File: src/rtl/mean_fb_filter_pkg.sv
// mean_fb_filter_pkg: shared pixel defaults, selection source type and noise classifier
package mean_fb_filter_pkg;
  localparam int DEF_PIX_W = 8;
  localparam int DEF_NOISE_LO = 0;
  localparam int DEF_NOISE_HI = 255;
  localparam int DEF_FB_INIT = 128;
  localparam int DEF_CNT_W = 16;
  typedef enum logic [1:0] {SRC_PASS, SRC_MEAN, SRC_FB} src_e;
  function automatic logic is_noise(input int v, input int lo, input int hi);
    return (v == lo) || (v == hi);
  endfunction
endpackage

File: src/rtl/mean_fb_filter_if.sv
// mean_fb_filter_if: input tuple, output pixel and statistics bundle; slave = filter, master = source/sink
interface mean_fb_filter_if #(
  parameter int PIX_W = mean_fb_filter_pkg::DEF_PIX_W,
  parameter int CNT_W = mean_fb_filter_pkg::DEF_CNT_W
);
  logic in_valid;
  logic in_ready;
  logic in_sof;
  logic [PIX_W-1:0] pix_c;
  logic [PIX_W-1:0] pix_n0;
  logic [PIX_W-1:0] pix_n1;
  logic [PIX_W-1:0] pix_n2;
  logic [PIX_W-1:0] pix_n3;
  logic ctr;
  logic out_valid;
  logic out_ready;
  logic [PIX_W-1:0] out_pix;
  logic out_sof;
  logic [CNT_W-1:0] cnt_noisy;
  logic [CNT_W-1:0] cnt_mean;
  logic [CNT_W-1:0] cnt_fb;
  modport slave (
    input in_valid, in_sof, pix_c, pix_n0, pix_n1, pix_n2, pix_n3, ctr, out_ready,
    output in_ready, out_valid, out_pix, out_sof, cnt_noisy, cnt_mean, cnt_fb
  );
  modport master (
    output in_valid, in_sof, pix_c, pix_n0, pix_n1, pix_n2, pix_n3, ctr, out_ready,
    input in_ready, out_valid, out_pix, out_sof, cnt_noisy, cnt_mean, cnt_fb
  );
endinterface

File: src/rtl/mean_fb_stat_cnt.sv
// mean_fb_stat_cnt: saturating counter; on en, loads inc when load is set, else increments by inc up to all-ones
module mean_fb_stat_cnt
  import mean_fb_filter_pkg::*;
#(
  parameter int CNT_W = DEF_CNT_W
) (
  input  logic clk,
  input  logic rst,
  input  logic en,
  input  logic load,
  input  logic inc,
  output logic [CNT_W-1:0] cnt
);
  always_ff @(posedge clk)
    if (rst) cnt <= '0;
    else if (en) cnt <= load ? CNT_W'(inc) : (inc && cnt != '1) ? cnt + 1'b1 : cnt;
endmodule

File: src/rtl/mean_fb_filter.sv
// mean_fb_filter: 2-stage salt/pepper corrector (pass, neighbour mean, or feedback) with per-frame counters; ports clk, rst, bus (mean_fb_filter_if.slave)
module mean_fb_filter
  import mean_fb_filter_pkg::*;
#(
  parameter int PIX_W = DEF_PIX_W,
  parameter int NOISE_LO = DEF_NOISE_LO,
  parameter int NOISE_HI = DEF_NOISE_HI,
  parameter int FB_INIT = DEF_FB_INIT,
  parameter int CNT_W = DEF_CNT_W
) (
  input logic clk,
  input logic rst,
  mean_fb_filter_if.slave bus
);
  logic s1_valid, s1_noisy, s1_ctr, s1_sof;
  logic [PIX_W-1:0] s1_c;
  logic [PIX_W+1:0] s1_sum;
  logic s2_noisy, s2_ctr;
  logic [PIX_W-1:0] fb, fb_eff, res;
  logic s2_adv, xfer;
  src_e src;
  assign s2_adv = !bus.out_valid || bus.out_ready;
  assign xfer = bus.out_valid && bus.out_ready;
  assign bus.in_ready = !s1_valid || s2_adv;
  // The pixel leaving stage 2 this cycle is the feedback for the one entering it.
  always_comb begin
    src = !s1_noisy ? SRC_PASS : s1_ctr ? SRC_MEAN : SRC_FB;
    fb_eff = xfer ? bus.out_pix : fb;
    res = src == SRC_PASS ? s1_c :
          src == SRC_MEAN ? PIX_W'(s1_sum >> 2) :
          s1_sof ? PIX_W'(FB_INIT) : fb_eff;
  end
  always_ff @(posedge clk)
    if (rst) s1_valid <= 1'b0;
    else if (bus.in_ready) s1_valid <= bus.in_valid;
  always_ff @(posedge clk)
    if (bus.in_ready && bus.in_valid) begin
      s1_noisy <= is_noise(int'(bus.pix_c), NOISE_LO, NOISE_HI);
      s1_sum <= (PIX_W+2)'(bus.pix_n0) + (PIX_W+2)'(bus.pix_n1) + (PIX_W+2)'(bus.pix_n2) + (PIX_W+2)'(bus.pix_n3);
      s1_c <= bus.pix_c;
      s1_ctr <= bus.ctr;
      s1_sof <= bus.in_sof;
    end
  always_ff @(posedge clk)
    if (rst) begin
      bus.out_valid <= 1'b0;
      bus.out_pix <= '0;
      bus.out_sof <= 1'b0;
      fb <= PIX_W'(FB_INIT);
      s2_noisy <= 1'b0;
      s2_ctr <= 1'b0;
    end else begin
      if (xfer) fb <= bus.out_pix;
      if (s2_adv) begin
        bus.out_valid <= s1_valid;
        if (s1_valid) begin
          bus.out_pix <= res;
          bus.out_sof <= s1_sof;
          s2_noisy <= s1_noisy;
          s2_ctr <= s1_ctr;
        end
      end
    end
  mean_fb_stat_cnt #(.CNT_W(CNT_W)) u_cnt_noisy (
    .clk(clk), .rst(rst), .en(xfer), .load(bus.out_sof), .inc(s2_noisy), .cnt(bus.cnt_noisy)
  );
  mean_fb_stat_cnt #(.CNT_W(CNT_W)) u_cnt_mean (
    .clk(clk), .rst(rst), .en(xfer), .load(bus.out_sof), .inc(s2_noisy && s2_ctr), .cnt(bus.cnt_mean)
  );
  mean_fb_stat_cnt #(.CNT_W(CNT_W)) u_cnt_fb (
    .clk(clk), .rst(rst), .en(xfer), .load(bus.out_sof), .inc(s2_noisy && !s2_ctr), .cnt(bus.cnt_fb)
  );
endmodule

File: src/flat_wrapper.sv
// flat-port wrapper written by rule: the top's interface ports become plain ports
module mean_fb_filter_flat import mean_fb_filter_pkg::*;
#(
  parameter int PIX_W = DEF_PIX_W,
  parameter int NOISE_LO = DEF_NOISE_LO,
  parameter int NOISE_HI = DEF_NOISE_HI,
  parameter int FB_INIT = DEF_FB_INIT,
  parameter int CNT_W = DEF_CNT_W
)
  (clk, rst, bus_in_valid, bus_in_sof, bus_pix_c, bus_pix_n0, bus_pix_n1, bus_pix_n2, bus_pix_n3, bus_ctr, bus_out_ready, bus_in_ready, bus_out_valid, bus_out_pix, bus_out_sof, bus_cnt_noisy, bus_cnt_mean, bus_cnt_fb);
  mean_fb_filter_if #(.PIX_W(PIX_W), .CNT_W(CNT_W)) bus_i ();
  input logic clk;
  input logic rst;
  input wire logic [$bits(bus_i.in_valid)-1:0] bus_in_valid;
  input wire logic [$bits(bus_i.in_sof)-1:0] bus_in_sof;
  input wire logic [$bits(bus_i.pix_c)-1:0] bus_pix_c;
  input wire logic [$bits(bus_i.pix_n0)-1:0] bus_pix_n0;
  input wire logic [$bits(bus_i.pix_n1)-1:0] bus_pix_n1;
  input wire logic [$bits(bus_i.pix_n2)-1:0] bus_pix_n2;
  input wire logic [$bits(bus_i.pix_n3)-1:0] bus_pix_n3;
  input wire logic [$bits(bus_i.ctr)-1:0] bus_ctr;
  input wire logic [$bits(bus_i.out_ready)-1:0] bus_out_ready;
  output wire logic [$bits(bus_i.in_ready)-1:0] bus_in_ready;
  output wire logic [$bits(bus_i.out_valid)-1:0] bus_out_valid;
  output wire logic [$bits(bus_i.out_pix)-1:0] bus_out_pix;
  output wire logic [$bits(bus_i.out_sof)-1:0] bus_out_sof;
  output wire logic [$bits(bus_i.cnt_noisy)-1:0] bus_cnt_noisy;
  output wire logic [$bits(bus_i.cnt_mean)-1:0] bus_cnt_mean;
  output wire logic [$bits(bus_i.cnt_fb)-1:0] bus_cnt_fb;
  assign bus_i.in_valid = bus_in_valid;
  assign bus_i.in_sof = bus_in_sof;
  assign bus_i.pix_c = bus_pix_c;
  assign bus_i.pix_n0 = bus_pix_n0;
  assign bus_i.pix_n1 = bus_pix_n1;
  assign bus_i.pix_n2 = bus_pix_n2;
  assign bus_i.pix_n3 = bus_pix_n3;
  assign bus_i.ctr = bus_ctr;
  assign bus_i.out_ready = bus_out_ready;
  assign bus_in_ready = bus_i.in_ready;
  assign bus_out_valid = bus_i.out_valid;
  assign bus_out_pix = bus_i.out_pix;
  assign bus_out_sof = bus_i.out_sof;
  assign bus_cnt_noisy = bus_i.cnt_noisy;
  assign bus_cnt_mean = bus_i.cnt_mean;
  assign bus_cnt_fb = bus_i.cnt_fb;
  mean_fb_filter #(.PIX_W(PIX_W), .NOISE_LO(NOISE_LO), .NOISE_HI(NOISE_HI), .FB_INIT(FB_INIT), .CNT_W(CNT_W)) u_core (.clk(clk), .rst(rst), .bus(bus_i));
endmodule
File: config.mk
export PLATFORM = sky130hd
export DESIGN_NAME = mean_fb_filter_flat
export DESIGN_NICKNAME = d
export VERILOG_FILES = /design/src/rtl/mean_fb_filter_pkg.sv /design/src/rtl/mean_fb_filter_if.sv /design/src/rtl/mean_fb_stat_cnt.sv /design/src/rtl/mean_fb_filter.sv /design/src/flat_wrapper.sv
export SDC_FILE = /design/constraint.sdc
export NUM_CORES = 1
export LEC_CHECK = 0
export ABC_AREA = 1
export BUFFER_PORTS_ARGS = -buffer_cell sky130_fd_sc_hd__buf_2
export CORE_MARGIN = 1.5
export CORE_UTILIZATION = 50
export CTS_CLUSTER_DIAMETER = 150
export DETAILED_ROUTE_END_ITERATION = 10
export MAX_ROUTING_LAYER = met4
export PLACE_DENSITY_LB_ADDON = 0.08
export SETUP_SLACK_MARGIN = 0.15
export SKIP_LAST_GASP = 1
export SLEW_MARGIN = 20
export SYNTH_ARGS = -nofsm -noshare
export SYNTH_HDL_FRONTEND = slang
export SYNTH_SLANG_ARGS = --single-unit
File: constraint.sdc
create_clock -name clk -period 3.39 [get_ports clk]
set_input_delay 0.678 -clock clk [delete_from_list [all_inputs] [get_ports clk]]
set_output_delay 0.678 -clock clk [all_outputs]
set_load 0.01 [all_outputs]
* Word level (Yosys, flattened, before mapping)
Index checks and enable logic that the tools add are counted.
** Word-level totals
- Word-level logic and storage cells :: 60
- Register bits :: 90
** Operators by class
- Equality and inequality tests :: 5
- Reductions and logical operators :: 22
- Add/subtract/negate cells :: 6
- Mux-type cells :: 12
** Operators with widths (number)
- two-way mux 16 bit :: 6
- adder 16 x 1 -> 16 bit, second input constant :: 3
- inequality test 16 bit, second input constant :: 3
- two-way mux 8 bit :: 4
- adder 10 x 8 -> 10 bit :: 2
- adder 8 x 8 -> 9 bit :: 1
- equality test 8 x 1 -> 1 bit, second input constant :: 1
- logical NOT 8 bit :: 1
- AND reduction 2 bit :: 4
- logical AND 1 bit :: 7
- nonzero test 2 bit :: 3
- two-way mux 2 bit :: 2
- logical NOT 1 bit :: 3
- logical OR 1 bit :: 3
- equality test 2 x 1 -> 1 bit, second input constant :: 1
- logical NOT 2 bit :: 1

* Depth between registers and ports, before layout
Gate-level depths: netlist (run 1).
- Depth after elaboration :: 5
- Gate-level depth with buffers :: 16

* By module
A second synthesis (run 1) with hierarchy kept.
** Second synthesis, totals
- Cell total of the unflattened synthesis :: 838
- Area total of the unflattened synthesis :: 5968.2 um2
** By module, submodules not included
- mean_fb_stat_cnt :: area each 1179.9 um2, times used 3, cells each 184, sequential area each 320.3 um2
- mean_fb_filter :: area each 2428.6 um2, times used 1, cells each 286, sequential area each 991.0 um2

* Least setup slack after synthesis (run 1)
OpenSTA, ideal clock, no wires.
- Kind :: input to register
- Start point :: input bus_pix_n1[0]
- End point :: register u_core.s1_sum[8], data pin
- Setup time :: 0.252 ns
- Stages on the path :: 15
- Setup slack :: 0.063 ns
- Data arrival time :: 3.075 ns
- Data required time :: 3.138 ns
- Cells stage by stage :: ha_1 inv_1 fa_1 o21ai_0 nand2_1 nand2_1 a21oi_1 xor2_1 fa_1 inv_1 ha_1 a31oi_1 nand2_1 nand2_1 nand2_1
** Between the ends
- Word-level cells in the longest chain between the ends :: 3
** RTL lines
- start, declared :: RTL line flat_wrapper.sv:18 : input wire logic [$bits(bus_i.pix_n1)-1:0] bus_pix_n1;
- adder 8 x 8 -> 9 bit :: RTL line mean_fb_filter.sv:39 : s1_sum <= (PIX_W+2)'(bus.pix_n0) + (PIX_W+2)'(bus.pix_n1) + (PIX_W+2)'(bus.pix_n2) + (PIX_W+2)'(bus.pix_n3);
- adder 10 x 8 -> 10 bit (2 in a row) :: RTL line mean_fb_filter.sv:39
- end signal, assigned :: RTL line mean_fb_filter.sv:39
- end, declared :: RTL line mean_fb_filter.sv:17 : logic [PIX_W+1:0] s1_sum;
Every way passes these cells.
A chain may end at the register's enable or synchronous reset.

* Worst setup path after layout (run 1)
Ends and elaborated chain as after synthesis.

==> results.md, run 1 <==
- The flow ran to the end, and the final reports show no timing, DRC or antenna violations.
- The hold path depth is 1.
- The total congestion overflow after global routing is 0.
- The number of antenna violations at the first check in global routing is 0.
- The final design area excluding fillers is 6470 µm².
- When the netlist entered floorplanning its net count stood at around 900.
- The met3 capacity usage during global routing is 0.0526.
- The H-tree depth reported by CTS is 3.
- For the pin with the worst max-slew slack, the measured transition is around 0.76 ns.
- In this run, post-CTS repair resized a total of 0 instances.
- The number of max-slew violations in the final report is 0.
- The met1 track demand over resource is 0.287.
- The combined global-route utilization of all metal layers is 0.246.
- The buffer count from post-CTS setup fixing is 0.
- Setup violations remaining at the end of the flow were counted as 0.
- The share of final-layout standard cells stronger than drive strength 1 is 0.169.
- Across the whole layout, storage elements account for 1950 µm².
- The placed instance area is slightly above 6000 µm².
- The hold violation count in the final report is 0.
- In this design, the critical path's most frequently occurring cell is sky130_fd_sc_hd__nand2_1.
- The data arrival time of the worst path is between 3 and 4 ns.
- The final period demand of the worst path is approximately 3.0 ns.
- Yosys attributes the largest share of cell area to sky130_fd_sc_hd__dfxtp_1 25%, sky130_fd_sc_hd__nand2_1 15%, sky130_fd_sc_hd__edfxtp_1 10%.
- The number of nets in the final layout is 1008.
- Measured along the y axis, the die boundary spans about 110 µm.
- The number of core rows is 38.
- The endpoint identified for the worst register-to-register timing path is u_core.u_cnt_noisy.cnt[1].
- The highest net fanout along the worst path is 2.
- The critical path contains buffers and inverters numbering 3 combined.
- The master of the slowest instance on the critical path is sky130_fd_sc_hd__fa_1.
- The worst-case clock skew is about 0.011 ns.
- The via density per instance is around 5.2.
- The source of the worst hold timing path is bus_ctr.
- Of the post-synthesis cell area, the dominant cell type holds 0.246.
- Dividing the synthesized area by the synthesized cell count gives 6.69 µm².
- The largest net degree at the start of global routing is 41.
- The critical path is of the in2reg type.
- The congestion estimate from routability-driven global placement came to 0.918.
- The register area share after synthesis is 0.348.
- Fill cells in the final layout number 1100.
- The routed design has between 10 and 15 mm of wire.
- The synthesized design spends more area on one cell type than any other, namely sky130_fd_sc_hd__dfxtp_1.
- The repair_antennas step left the layout with diodes totalling 0.
- The max-cap violation count is 0.
- The critical path endpoint category is a flop.
- The clock latency reported for the late side of the worst-skew pair is approximately 0.38 ns.
- Buffers placed on the I/O ports in this run total approximately 100.
- The average detailed-routed wire length per instance is 12.6 µm.
- The final antenna-violating net count is 0.
- Traced cell by cell, the critical path runs through buf_2, ha_1, inv_1, fa_1, o21ai_2, nand2_1, nand2_1, a21oi_1, xor2_1, fa_1, inv_1, ha_1, a21o_1, a31oi_2, nand2_1, nand2_1, nand2_1.
- The die covers 11900 µm².
- The overall die width is 109 µm.
- The detailed router finished its first iteration with 470 violations.
- The CTS tree is built.
- CTS saw 88 sinks.
- Pin placement for this block handled between 100 and 150 I/O pins.
- The number of detailed-routing iterations run before antenna repair is 5.
- The relative area change from synthesis to final layout is 15.3%.
- At the worst endpoint, the required time is 3.53 ns.
- The setup slack of the critical path after layout is around 0.34 ns.
- In this run, post-CTS hold repair placed 0 buffers.
- Measured against its own limit, the worst slew margin works out to 0.496.
- The initial utilization of the core area, before any placement, comes to 0.515.
- The number of warnings printed during yosys synthesis is 0.
- The first global-routing pass estimated 22.5 mm of wire.
- Counting every instance in the synthesized netlist gives ~840.
- The detailed-route via count is between 5000 and 6000.
- The most used routing layer in global routing is met2.
- After detailed routing, the number of remaining DRC violations is 0.
- VDD sags by at most 0.339 mV.
- The reg-to-reg setup timing slack is about 1.3 ns.
- Measured in cells, the most critical reg-to-reg path has a length of 9.
- The kind of start point of the critical path is an input pin.
- The number of global-route vias before repair is slightly above 5000.
- The achievable frequency is 328 MHz.
- The count of cell types in the netlist is 31.
- The clock tree buffer depth is 2.
- Synthesis inferred 88 register bits.
- Dividing the final minimum period by the clock period gives 0.899.
- The origin of the critical flop-to-flop path is u_core.u_cnt_noisy.cnt[0].
- After clock tree synthesis, the clock-pin slew on the worst setup and hold paths is around 0.09 ns.
- The region available for standard cell placement spans approximately 11000 µm².
- The worst hold endpoint is u_core.s1_ctr.
- The multi-input combinational cells in the finished layout cover a total of 3120 µm².
- The mapped netlist covers 5610 µm².
- The total leakage power is approximately 2.9 nW.
- Power spread over the standard cell area amounts to roughly 400 nW/µm².
- Grouping stages by cell kind, the critical path spends the most delay in adder cells.
- In this design, the stage delay of the slowest critical-path cell is between 0.4 and 0.5 ns.
- In the global route stage, met2 resource usage came out at 0.422.
- Setup repair after global routing left no endpoint under its margin.
- The setup slack at placement is -0.116 ns.
- The path class of the tightest hold or removal check is in2reg.
- The TritonCTS buffer count is 9.
- The post-detailed-placement half-perimeter wirelength is ~9.9 mm.
- Clock tree synthesis selected as its root buffer the cell sky130_fd_sc_hd__clkbuf_8.
## placed cells by master, fill, tap and decap left out
cell type                   count
sky130_fd_sc_hd__dfxtp_1       69
sky130_fd_sc_hd__buf_4         12
sky130_fd_sc_hd__o2111ai_1      1
sky130_fd_sc_hd__nor3_1        10
sky130_fd_sc_hd__a21oi_1       86
sky130_fd_sc_hd__inv_8          1
sky130_fd_sc_hd__xnor2_1        4
sky130_fd_sc_hd__nand2_2       12
sky130_fd_sc_hd__bufinv_16      2
sky130_fd_sc_hd__xor2_1        10
sky130_fd_sc_hd__a31oi_2        1
sky130_fd_sc_hd__inv_6          2
sky130_fd_sc_hd__ha_1          19
sky130_fd_sc_hd__inv_2          2
sky130_fd_sc_hd__buf_2        104
sky130_fd_sc_hd__a31oi_1        1
sky130_fd_sc_hd__fa_1           9
sky130_fd_sc_hd__nand2_1      218
sky130_fd_sc_hd__inv_1         98
sky130_fd_sc_hd__nand3_1       83
sky130_fd_sc_hd__nor4_1         2
sky130_fd_sc_hd__nand3_2        1
sky130_fd_sc_hd__nand4_1       19
sky130_fd_sc_hd__clkbuf_8      10
sky130_fd_sc_hd__o21bai_1       2
sky130_fd_sc_hd__nor2_1       101
sky130_fd_sc_hd__edfxtp_1      19
sky130_fd_sc_hd__o21ai_0       24
sky130_fd_sc_hd__clkinv_4       1
sky130_fd_sc_hd__o21ai_2        4
sky130_fd_sc_hd__o211ai_1       1
sky130_fd_sc_hd__o21ai_1        3
sky130_fd_sc_hd__a21o_1         1
sky130_fd_sc_hd__nor2_2         7
## worst reg2reg max path, delay by kind of cell, from the launching register on
| kind | cells | cell delay [ns] |
|---|---|---|
| compound gates | 2 | 0.30 |
| fa+ha+maj | 1 | 0.24 |
| flops | 1 | 0.42 |
| simple gates | 6 | 1.03 |
## power by group
part / switching, mW / internal [mW] / leakage, nW
Sequential: 0.0334 / 1.16 / 0.744
Combinational: 0.329 / 0.224 / 2.05
Clock: 0.421 / 0.447 / 0.119
Total: 0.784 / 1.83 / 2.91
## synthesized netlist by cell type
master and number:
sky130_fd_sc_hd__ha_1 19, sky130_fd_sc_hd__clkbuf_1 13, sky130_fd_sc_hd__nand2_1 218, sky130_fd_sc_hd__xor2_1 10
sky130_fd_sc_hd__nand3_2 1, sky130_fd_sc_hd__o21bai_1 2, sky130_fd_sc_hd__nor2_2 7, sky130_fd_sc_hd__fa_1 9
sky130_fd_sc_hd__nor2_1 101, sky130_fd_sc_hd__o21ai_1 3, sky130_fd_sc_hd__buf_1 1, sky130_fd_sc_hd__nand4_1 19
sky130_fd_sc_hd__a21oi_1 86, sky130_fd_sc_hd__a21o_1 1, sky130_fd_sc_hd__buf_4 1, sky130_fd_sc_hd__o21ai_0 25
sky130_fd_sc_hd__inv_2 2, sky130_fd_sc_hd__nand3_1 83, sky130_fd_sc_hd__o2111ai_1 1, sky130_fd_sc_hd__nor3_1 10
sky130_fd_sc_hd__edfxtp_1 19, sky130_fd_sc_hd__o211ai_1 1, sky130_fd_sc_hd__buf_6 4, sky130_fd_sc_hd__buf_2 13
sky130_fd_sc_hd__o21ai_2 3, sky130_fd_sc_hd__dfxtp_1 69, sky130_fd_sc_hd__a31oi_1 2, sky130_fd_sc_hd__xnor2_1 4
sky130_fd_sc_hd__inv_1 98, sky130_fd_sc_hd__nand2_2 12, sky130_fd_sc_hd__nor4_1 2
## cells by family after synthesis
group	Yosys count	synth area share
flip-flops	88	0.348
AND/OR/NAND/NOR	453	0.343
AO/OA/AOI/OAI	124	0.116
buffers and inverters	132	0.0973
XOR/XNOR	14	0.0219
adder cells (fa/ha/maj)	28	0.0745
## registers in the layout (all words and copies together) (netlist names)
| name | flops |
|---|---|
| u_core.u_cnt_fb.cnt | 16 |
| u_core.u_cnt_mean.cnt | 16 |
| u_core.u_cnt_noisy.cnt | 16 |
| u_core.bus.out_pix | 8 |
| u_core.fb | 8 |
| u_core.s1_c | 8 |
| u_core.s1_sum | 8 |
| u_core.bus.out_sof | 1 |
| u_core.bus.out_valid | 1 |
| u_core.s1_ctr | 1 |
| u_core.s1_noisy | 1 |
| u_core.s1_sof | 1 |
| u_core.s1_valid | 1 |
| u_core.s2_ctr | 1 |
| u_core.s2_noisy | 1 |
## final cells by class
class,instances,area share
clock buffer,10,0.0213
clock inverter,6,0.0151
inverter,100,0.0580
multi-input combinational,619,0.482
sequential,88,0.302
tap,140,0.0271
timing repair buffer,116,0.0944
## worst max path at each step
stage | start | end | slack, ns | cells past startpoint
global route | bus_pix_n1[0] | u_core.s1_sum[8] | 0.18 | 16
detailed placement | bus_pix_n1[0] | u_core.s1_sum[8] | -0.12 | 17
floorplan | bus_pix_n1[0] | u_core.s1_sum[8] | 0.17 | 16
global placement | bus_pix_n1[0] | u_core.s1_sum[8] | -0.03 | 16
finish | bus_pix_n1[0] | u_core.s1_sum[8] | 0.34 | 17
CTS | bus_pix_n1[0] | u_core.s1_sum[8] | 0.29 | 17
## stage by stage
step           utilization  total power, mW  std cells  hold WS [ns]  TNS (ns)
2_1_floorplan            -             1.60        839         0.453         0
3_3_place_gp         0.572             1.75       1063         0.461   -0.0323
3_5_place_dp         0.572             1.77       1063         0.464    -0.116
4_1_cts              0.594             2.64       1079         0.448         0
5_1_grt              0.594             2.77       1079         0.450         0
6_report             0.594             2.61       1079         0.467         0
## layer usage
layer | routed length (µm) | vias up
met5 | 0 | -
met4 | 208 | 0
met3 | 636 | 20
met2 | 6750 | 136
met1 | 6020 | 2543
li1 | - | 2913
Power figures use the tool's default switching activity.
==> run 2, diff against run 1 <==
--- a/config.mk
+++ b/config.mk
@@ -5,14 +5,13 @@
 export SDC_FILE = /design/constraint.sdc
 export NUM_CORES = 1
 export LEC_CHECK = 0
-export ABC_AREA = 1
 export BUFFER_PORTS_ARGS = -buffer_cell sky130_fd_sc_hd__buf_2
 export CORE_MARGIN = 1.5
 export CORE_UTILIZATION = 50
 export CTS_CLUSTER_DIAMETER = 150
 export DETAILED_ROUTE_END_ITERATION = 10
 export MAX_ROUTING_LAYER = met4
-export PLACE_DENSITY_LB_ADDON = 0.08
+export PLACE_DENSITY = 0.76
 export SETUP_SLACK_MARGIN = 0.15
 export SKIP_LAST_GASP = 1
 export SLEW_MARGIN = 20
==> results.md, run 2 <==
- The number of max-slew violations in the final report was 0.
- The library cell used most frequently in the layout, excluding fill and tap cells, is sky130_fd_sc_hd__buf_2.
- Final hold analysis gives a worst-case slack of about 0.48 ns.
- For the final database, setup skew stands at between 0.01 and 0.015 ns.
- Broken down by cell family, the worst path's largest delay share belongs to compound AO/OA/AOI/OAI gates.
- The area of the core is slightly above 10000 µm².
- The share of final-layout standard cells stronger than drive strength 1 is 0.249.
- The wire length of the first global-routing pass is roughly 22 mm.
- The achievable frequency is between 300 and 400 MHz.
- The global placer's final weighted congestion is just over 0.9.
- The most common cell in the netlist is sky130_fd_sc_hd__dfxtp_1.
- The tightest slew margin relative to the limit is 0.450.
- The run finished with clean final reports.
- The critical path goes through buf_2, ha_4, inv_2, fa_2, nor2b_1, o21ai_1, a21boi_1, o31ai_1, a21bo_2, fa_1, inv_2, ha_4, and3_4, a211o_1, a21oi_2, xnor2_1.
- The die covers about 11000 µm².
- The CTS tree is built.
- From left edge to right edge, the die measures between 100 and 150 µm.
- The number of core rows is 37.
- The number of filler cells placed in the layout is between 900 and 1000.
- The largest registers in the layout are u_core.u_cnt_fb.cnt (16), u_core.u_cnt_mean.cnt (16), u_core.u_cnt_noisy.cnt (16).
- The depth of the most critical reg-to-reg path is 6.
- The kind of start point of the critical path is an input pin.
- The final antenna-violating net count is 0.
- The total length of routed wires is around 13 mm.
- The via density per instance is about 5.9.
- Summing over every cut layer, the via total after detailed routing is between 5000 and 6000.
- Of the post-synthesis cell area, the dominant cell type holds 0.259.
- The number of nets handed over by synthesis was 686.
- The highest ir drop seen on vdd is a little over 0.2 mV.
- The max-cap violation count is 0.
- The residual DRC count is 0.
- The gate count of the mapped netlist is between 600 and 700.
- Relative to the synthesized area, the layout overhead comes to 18.9%.
- The mean instance size in the synthesized netlist is between 8 and 9 µm².
- In this run the static leakage power is about 2.6 nW.
- For this run, the slowest stage of the critical path takes a little under 0.5 ns.
- The critical path endpoint category is a flop.
- The cell area that synthesis handed to floorplanning was around 5300 µm².
- The number of detailed-routing iterations run before antenna repair is 5.
- The total I/O pin count is roughly 110.
- The total negative setup slack is 0 ns.
- The hold violation count in the final report is 0.
- The start-to-end type of the worst setup path is in2reg.
- The most critical setup path has its endpoint at u_core.s1_sum[8].
- Data on the critical path is required at its endpoint by 3.51 ns.
- The post-detailed-placement half-perimeter wirelength is roughly 9.3 mm.
- The finished cells cover 6330 µm².
- The final count of negative-setup-slack endpoints is 0.
- The synthesized design contains 19 enable-type register cells.
- The H-tree was split into 3 levels.
- The total congestion overflow after global routing is 0.
- Entering global routing, the biggest net connects between 40 and 50 pins.
- The hold path depth is 2.
- For this configuration, the core starts out at a cell density of 0.516.
- The number of buffers and inverters on the critical path is 3.
- For this run, the total global-route usage over all layers was measured as 0.240.
- The final design utilization is 0.613.
- The number of DRC markers in iteration 0 is ~300.
- The number of sinks handled by clock tree synthesis is 88.
- The register area share after synthesis is 0.367.
- Setup repair after global routing could not meet its margin everywhere.
- The flip-flop and latch count after synthesis is between 80 and 90.
- The worst register-to-register path begins at u_core.bus.out_valid.
- The number of global-route vias before repair came to 4703.
- Sorting the synthesized cells by area gives the leading types as sky130_fd_sc_hd__dfxtp_1 26%, sky130_fd_sc_hd__edfxtp_1 11%, sky130_fd_sc_hd__a21oi_1 5.3%.
- For the pin with the worst max-slew slack, the measured transition is between 0.8 and 0.9 ns.
- The commonest cells after synthesis are 69 x sky130_fd_sc_hd__dfxtp_1, 56 x sky130_fd_sc_hd__a21oi_1, 55 x sky130_fd_sc_hd__nand2_1.
- The tightest min-delay check is of the reg2reg type.
- The clock latency reported for the late side of the worst-skew pair is 0.37 ns.
- The data arrival time of the worst path is ~3.4 ns.
- The clock transition time at the flip-flop clock pins of the worst setup and hold paths is around 0.080 ns.
- The overall power of the completed layout is ~2.5 mW.
- Synthesis instantiated 78 different standard cells from the library.
- The clock tree buffer depth is 2.
- Measured along the y axis, the die boundary spans around 110 µm.
- The power density over the cells is approximately 400 nW/µm².
- In the layout the commonest cells are 104 x sky130_fd_sc_hd__buf_2, 69 x sky130_fd_sc_hd__dfxtp_1, 55 x sky130_fd_sc_hd__nand2_1.
- Counting I/O delays and the setup requirement, the final critical path takes around 3.3 ns.
- The biggest area contributor in the post-synthesis netlist is sky130_fd_sc_hd__dfxtp_1.
- The worst hold path begins at u_core.bus.out_pix[0].
- The share of flip-flops with an asynchronous set or reset is 0.
- The placed instance area is approximately 6000 µm².
- The highest net fanout along the worst path is 3.
- In the finished design, the share of the clock period the worst path needs comes to 0.966.
- The clock tree root buffer cell is sky130_fd_sc_hd__clkbuf_8.
- At the end of the flow, the number of nets in the layout was 795.
- The total of buffers placed on input and output ports is approximately 100.
- The average detailed-routed wire length per instance is between 10 and 15 µm.
- The master of the slowest instance on the critical path is sky130_fd_sc_hd__fa_1.
- Buffers inserted during clock tree synthesis total 9.
- The number of warnings printed during yosys synthesis is 0.
- Setup slack on the worst reg-to-reg path comes out at 1.09 ns.
- The startpoint of the most critical setup path is bus_pix_n1[0].
- The worst register-to-register path ends at u_core.u_cnt_mean.cnt[4].
- The number of cells on the critical path is 16.
- Hold repair after CTS inserted 0 buffers.
- The number of antenna violations at the first check in global routing is 1.
- The dominant register cell in the synthesized netlist is sky130_fd_sc_hd__dfxtp_1.
[run 2: cell types whose count changed after synthesis, moves of 9 or more]
cell	previous run	this run
sky130_fd_sc_hd__a21oi_1	86	56
sky130_fd_sc_hd__a31oi_1	2	14
sky130_fd_sc_hd__buf_2	13	4
sky130_fd_sc_hd__inv_1	98	34
sky130_fd_sc_hd__mux2i_1	0	9
sky130_fd_sc_hd__nand2_1	218	55
sky130_fd_sc_hd__nand2_2	12	2
sky130_fd_sc_hd__nand3_1	83	28
sky130_fd_sc_hd__nor2_1	101	47
sky130_fd_sc_hd__o211ai_1	1	11
sky130_fd_sc_hd__o311ai_0	0	10
[run 2: logic make-up after synthesis]
family,count (synthesis),share of synthesized area
compound gates,170,0.211
xor+xnor,11,0.0181
simple gates,242,0.259
fa+ha+maj,28,0.0785
flops,88,0.367
mux,9,0.0169
buf+inv,64,0.0493
[run 2: through the flow]
step / setup slack, ns / std cells
2_1_floorplan: -0.0667 / 612
3_3_place_gp: -0.261 / 844
3_5_place_dp: -0.319 / 844
4_1_cts: 0.142 / 861
5_1_grt: -0.0133 / 863
6_report: 0.116 / 863
[run 2: layer usage]
metal	routed length (µm)	GRT usage	vias up
met5	0	-	-
met1	5540	0.291	2403
met2	6180	0.393	175
li1	-	-	2509
met3	881	0.0540	19
met4	184	0.0840	0
[run 2: worst min path at each step]
stage / to / slack (ns)
CTS: u_core.bus.out_pix[1] / 0.48
global placement: u_core.fb[7] / 0.46
global route: u_core.s1_sof / 0.47
detailed placement: u_core.bus.out_pix[1] / 0.47
finish: u_core.bus.out_pix[0] / 0.48
floorplan: u_core.fb[7] / 0.44
[run 2: worst register-to-register path, stage by stage, from the launching register on]
cell	delay (ns)
sky130_fd_sc_hd__dfxtp_1	0.39
sky130_fd_sc_hd__and2_1	0.48
sky130_fd_sc_hd__nand2b_1	0.10
sky130_fd_sc_hd__buf_4	0.21
sky130_fd_sc_hd__a311oi_2	0.56
sky130_fd_sc_hd__a41oi_1	0.22
sky130_fd_sc_hd__a311oi_1	0.26
[run 2: timing repair]
item                                    4_1_cts  5_1_grt
endpoints found under the setup margin        1        3
pin swaps                                    10       11
resized for setup                             4        2
buffers inserted                              1        1
cloned                                        0        0
[run 2: final cells by class]
cell class              instances  area, µm²  share of cell area
clock buffers                  15        188              0.0296
flip-flops and latches         88       1950               0.308
well taps                     136        170              0.0269
inverters                      35        131              0.0207
repair buffers                127        693               0.109
diodes                          1       2.50            0.000395
multi-input cells             460       3190               0.503
clock inverters                 1       7.51             0.00119
[run 2: power by group]
group          switching (mW)  total (mW)  internal, mW
sequential             0.0400        1.20          1.16
combinational           0.304       0.603         0.299
clock                   0.366       0.719         0.353
==> run 3, diff against run 2 <==
--- a/config.mk
+++ b/config.mk
@@ -6,12 +6,14 @@
 export NUM_CORES = 1
 export LEC_CHECK = 0
 export BUFFER_PORTS_ARGS = -buffer_cell sky130_fd_sc_hd__buf_2
+export CAP_MARGIN = 25
 export CORE_MARGIN = 1.5
 export CORE_UTILIZATION = 50
 export CTS_CLUSTER_DIAMETER = 150
 export DETAILED_ROUTE_END_ITERATION = 10
 export MAX_ROUTING_LAYER = met4
 export PLACE_DENSITY = 0.76
+export RECOVER_POWER = 50
 export SETUP_SLACK_MARGIN = 0.15
 export SKIP_LAST_GASP = 1
 export SLEW_MARGIN = 20
==> results.md, run 3 (synthesis gave the netlist of run 2 again) <==
- The flow ran to the end, but the final reports show violations.
- The final reports fail on capacitance limit, slew limit.
- The post-detailed-placement half-perimeter wirelength is between 9 and 10 mm.
- The area of the core is 10300 µm².
- The startpoint of the most critical setup path is bus_pix_n1[0].
- The critical path is of the in2reg type.
- The detailed-route via count is a little over 5000.
- In this run the worst path has a maximum fanout of 3.
- The achievable frequency is between 300 and 400 MHz.
- The final count of negative-setup-slack endpoints is 0.
- Data arrives at the worst endpoint at roughly 3.4 ns.
- The destination of the worst register-to-register timing path is u_core.u_cnt_mean.cnt[4].
- 105 I/O pins were placed.
- The number of antenna violations at the first check in global routing is 0.
- The total of buffers placed on input and output ports is around 100.
- The net switching fraction of the power is 0.282.
- The combinational fraction of design power is 0.238.
- The number of global-route vias before repair is around 4700.
- In this run the worst setup path terminates at u_core.s1_sum[8].
- For this run, the total global-route usage over all layers was measured as 0.240.
- The cell internal power dissipation is 1.81 mW.
- The final layout contains approximately 800 nets.
- TritonCTS built the clock tree.
- Once layout is done, the placed cells without fillers occupy ~6200 µm².
- The overall power of the completed layout is between 2 and 3 mW.
- TritonCTS created 9 clock buffers.
- The source of the worst hold timing path is u_core.bus.out_pix[0].
- The post-route clock period utilization is 0.966.
- The critical path endpoint category is a flop.
- For this run, the share of the core covered by cells in the final layout is 0.605.
- The number of filler cells placed in the layout is 955.
- The final period demand of the worst path is about 3.3 ns.
- The number of cells on the worst reg-to-reg path is 6.
- The worst register-to-register path has a setup slack of 1.09 ns.
- At the later pin of the worst-skew pair, clock insertion delay measures 0.36 ns.
- Compared with the post-synthesis result, the final layout area differs by 17.3%.
- The highest ir drop seen on vdd is 0.205 mV.
- The H-tree depth reported by CTS is 3.
- Once layout is complete, the cells apart from fillers number 862.
- The analysis attributes to cell leakage a power of 2.32 nW.
- The floorplan step defined a die boundary enclosing around 11000 µm².
- The overall die height is about 110 µm.
- The clock tree root buffer cell is sky130_fd_sc_hd__clkbuf_8.
- The initial utilization of the core area, before any placement, comes to 0.516.
- The worst-case clock skew is between 0.01 and 0.015 ns.
- The average detailed-routed wire length per instance is roughly 15 µm.
- Using the TritonRoute via totals, the vias-per-cell ratio works out to 5.91.
- The clock tree buffer depth is 2.
- The total negative setup slack is 0 ns.
- The tool flagged a number of max-cap violations equal to 1.
- The number of detailed-routing iterations run before antenna repair is 5.
- The final antenna-violating net count is 0.
- Clock-pin slew was measured on the worst setup and hold paths at 0.08 ns.
- The number of DRC markers in iteration 0 is roughly 330.
- The clock share of power is 0.284.
- Setup repair after global routing could not meet its margin everywhere.
- The largest registers in the layout are u_core.u_cnt_fb.cnt (16), u_core.u_cnt_mean.cnt (16), u_core.u_cnt_noisy.cnt (16).
- The share of final-layout standard cells stronger than drive strength 1 is 0.158.
- The number of placed instances with taps included is 844.
- The floorplan has 37 rows.
- The library cells used most frequently in the layout, excluding fill and tap cells, are 69 x sky130_fd_sc_hd__clkbuf_1, 69 x sky130_fd_sc_hd__dfxtp_1, 55 x sky130_fd_sc_hd__nand2_1.
- The first global-routing pass estimated 21.5 mm of wire.
- Entering global routing, the biggest net connects 43 pins.
- The number of diodes added for antenna fixing is 0.
- The final layout contains routed wiring with a total length of approximately 13 mm.
- The congestion estimate from routability-driven global placement came to 0.906.
- The number of max-slew violations in the final report is between 40 and 50.
- The class of the worst hold path is reg2reg.
- After detailed placement, the total cell area comes to a little over 6000 µm².
- For this run the aggregate overflow at the end of global routing stands at 0.
- The power density over the cells is slightly above 400 nW/µm².
- The worst setup path is launched from an input pin.
- The hold violation count in the final report is 0.
- In this run the power spent charging and discharging nets is ~710 µW.
- The residual DRC count is 0.
- The number of sinks handled by clock tree synthesis is 88.
- Data on the critical path is required at its endpoint by about 3.5 ns.
- The origin of the critical flop-to-flop path is u_core.bus.out_valid.
- The tightest slew margin relative to the limit is -0.226.
- The share of total power dissipated in sequential elements is 0.477.
- At the pin with the least slew margin, the transition time is roughly 1.8 ns.
- The overall die width is 106 µm.
run 3: how the worst min path moves through the flow:
stage / slack (ns) / depth (start not counted) / end
2_1_floorplan: 0.44 / 2 / u_core.fb[7]
3_3_place_gp: 0.46 / 2 / u_core.fb[7]
3_5_place_dp: 0.47 / 2 / u_core.bus.out_pix[1]
4_1_cts: 0.48 / 2 / u_core.bus.out_pix[1]
5_1_grt: 0.47 / 1 / u_core.s1_sof
6_report: 0.48 / 2 / u_core.bus.out_pix[0]
run 3: repair_timing:
item | CTS | global route
gates resized for setup | 4 | 2
hold buffers | 0 | 0
buffers inserted | 1 | 1
endpoints found under the setup margin | 1 | 3
gates cloned | 0 | 0
endpoints found under the hold margin | 0 | 0
pin swaps | 10 | 11
run 3: through the flow:
stage	hold slack, ns	setup slack [ns]
3_3_place_gp	0.462	-0.261
2_1_floorplan	0.443	-0.0667
4_1_cts	0.481	0.142
5_1_grt	0.473	-0.0133
6_report	0.483	0.116
3_5_place_dp	0.467	-0.319
run 3: layout make-up:
cell class | instances | area (µm²) | share of cell area
Tap cell | 136 | 170 | 0.0272
Clock inverter | 1 | 7.51 | 0.00120
Inverter | 35 | 131 | 0.0210
Multi-Input combinational cell | 460 | 3190 | 0.511
Clock buffer | 15 | 188 | 0.0301
Timing Repair Buffer | 127 | 608 | 0.0974
Sequential cell | 88 | 1950 | 0.313
run 3: worst max-delay path, cell delays in order:
cell,delay [ns]
sky130_fd_sc_hd__buf_2,0.11
sky130_fd_sc_hd__ha_4,0.16
sky130_fd_sc_hd__inv_2,0.05
sky130_fd_sc_hd__fa_2,0.18
sky130_fd_sc_hd__nor2b_1,0.04
sky130_fd_sc_hd__o21ai_1,0.18
sky130_fd_sc_hd__a21boi_1,0.11
sky130_fd_sc_hd__o31ai_1,0.27
sky130_fd_sc_hd__a21bo_2,0.27
sky130_fd_sc_hd__fa_1,0.49
sky130_fd_sc_hd__inv_2,0.05
sky130_fd_sc_hd__ha_4,0.21
sky130_fd_sc_hd__and3_4,0.14
sky130_fd_sc_hd__a211o_1,0.26
sky130_fd_sc_hd__a21oi_2,0.13
sky130_fd_sc_hd__xnor2_1,0.07
run 3: layer usage:
metal | global-route usage | vias up | wire length (µm)
li1 | - | 2509 | -
met1 | 0.291 | 2405 | 5670
met2 | 0.393 | 164 | 6220
met3 | 0.0540 | 16 | 838
met4 | 0.0840 | 0 | 164
met5 | - | - | 0
run 3: power by group through the flow:
stage	clock network (mW)	registers (mW)	logic, mW
2_1_floorplan	0	1.21	0.390
3_3_place_gp	0	1.22	0.551
3_5_place_dp	0	1.22	0.581
4_1_cts	0.734	1.20	0.596
5_1_grt	0.787	1.21	0.672
6_report	0.715	1.20	0.599
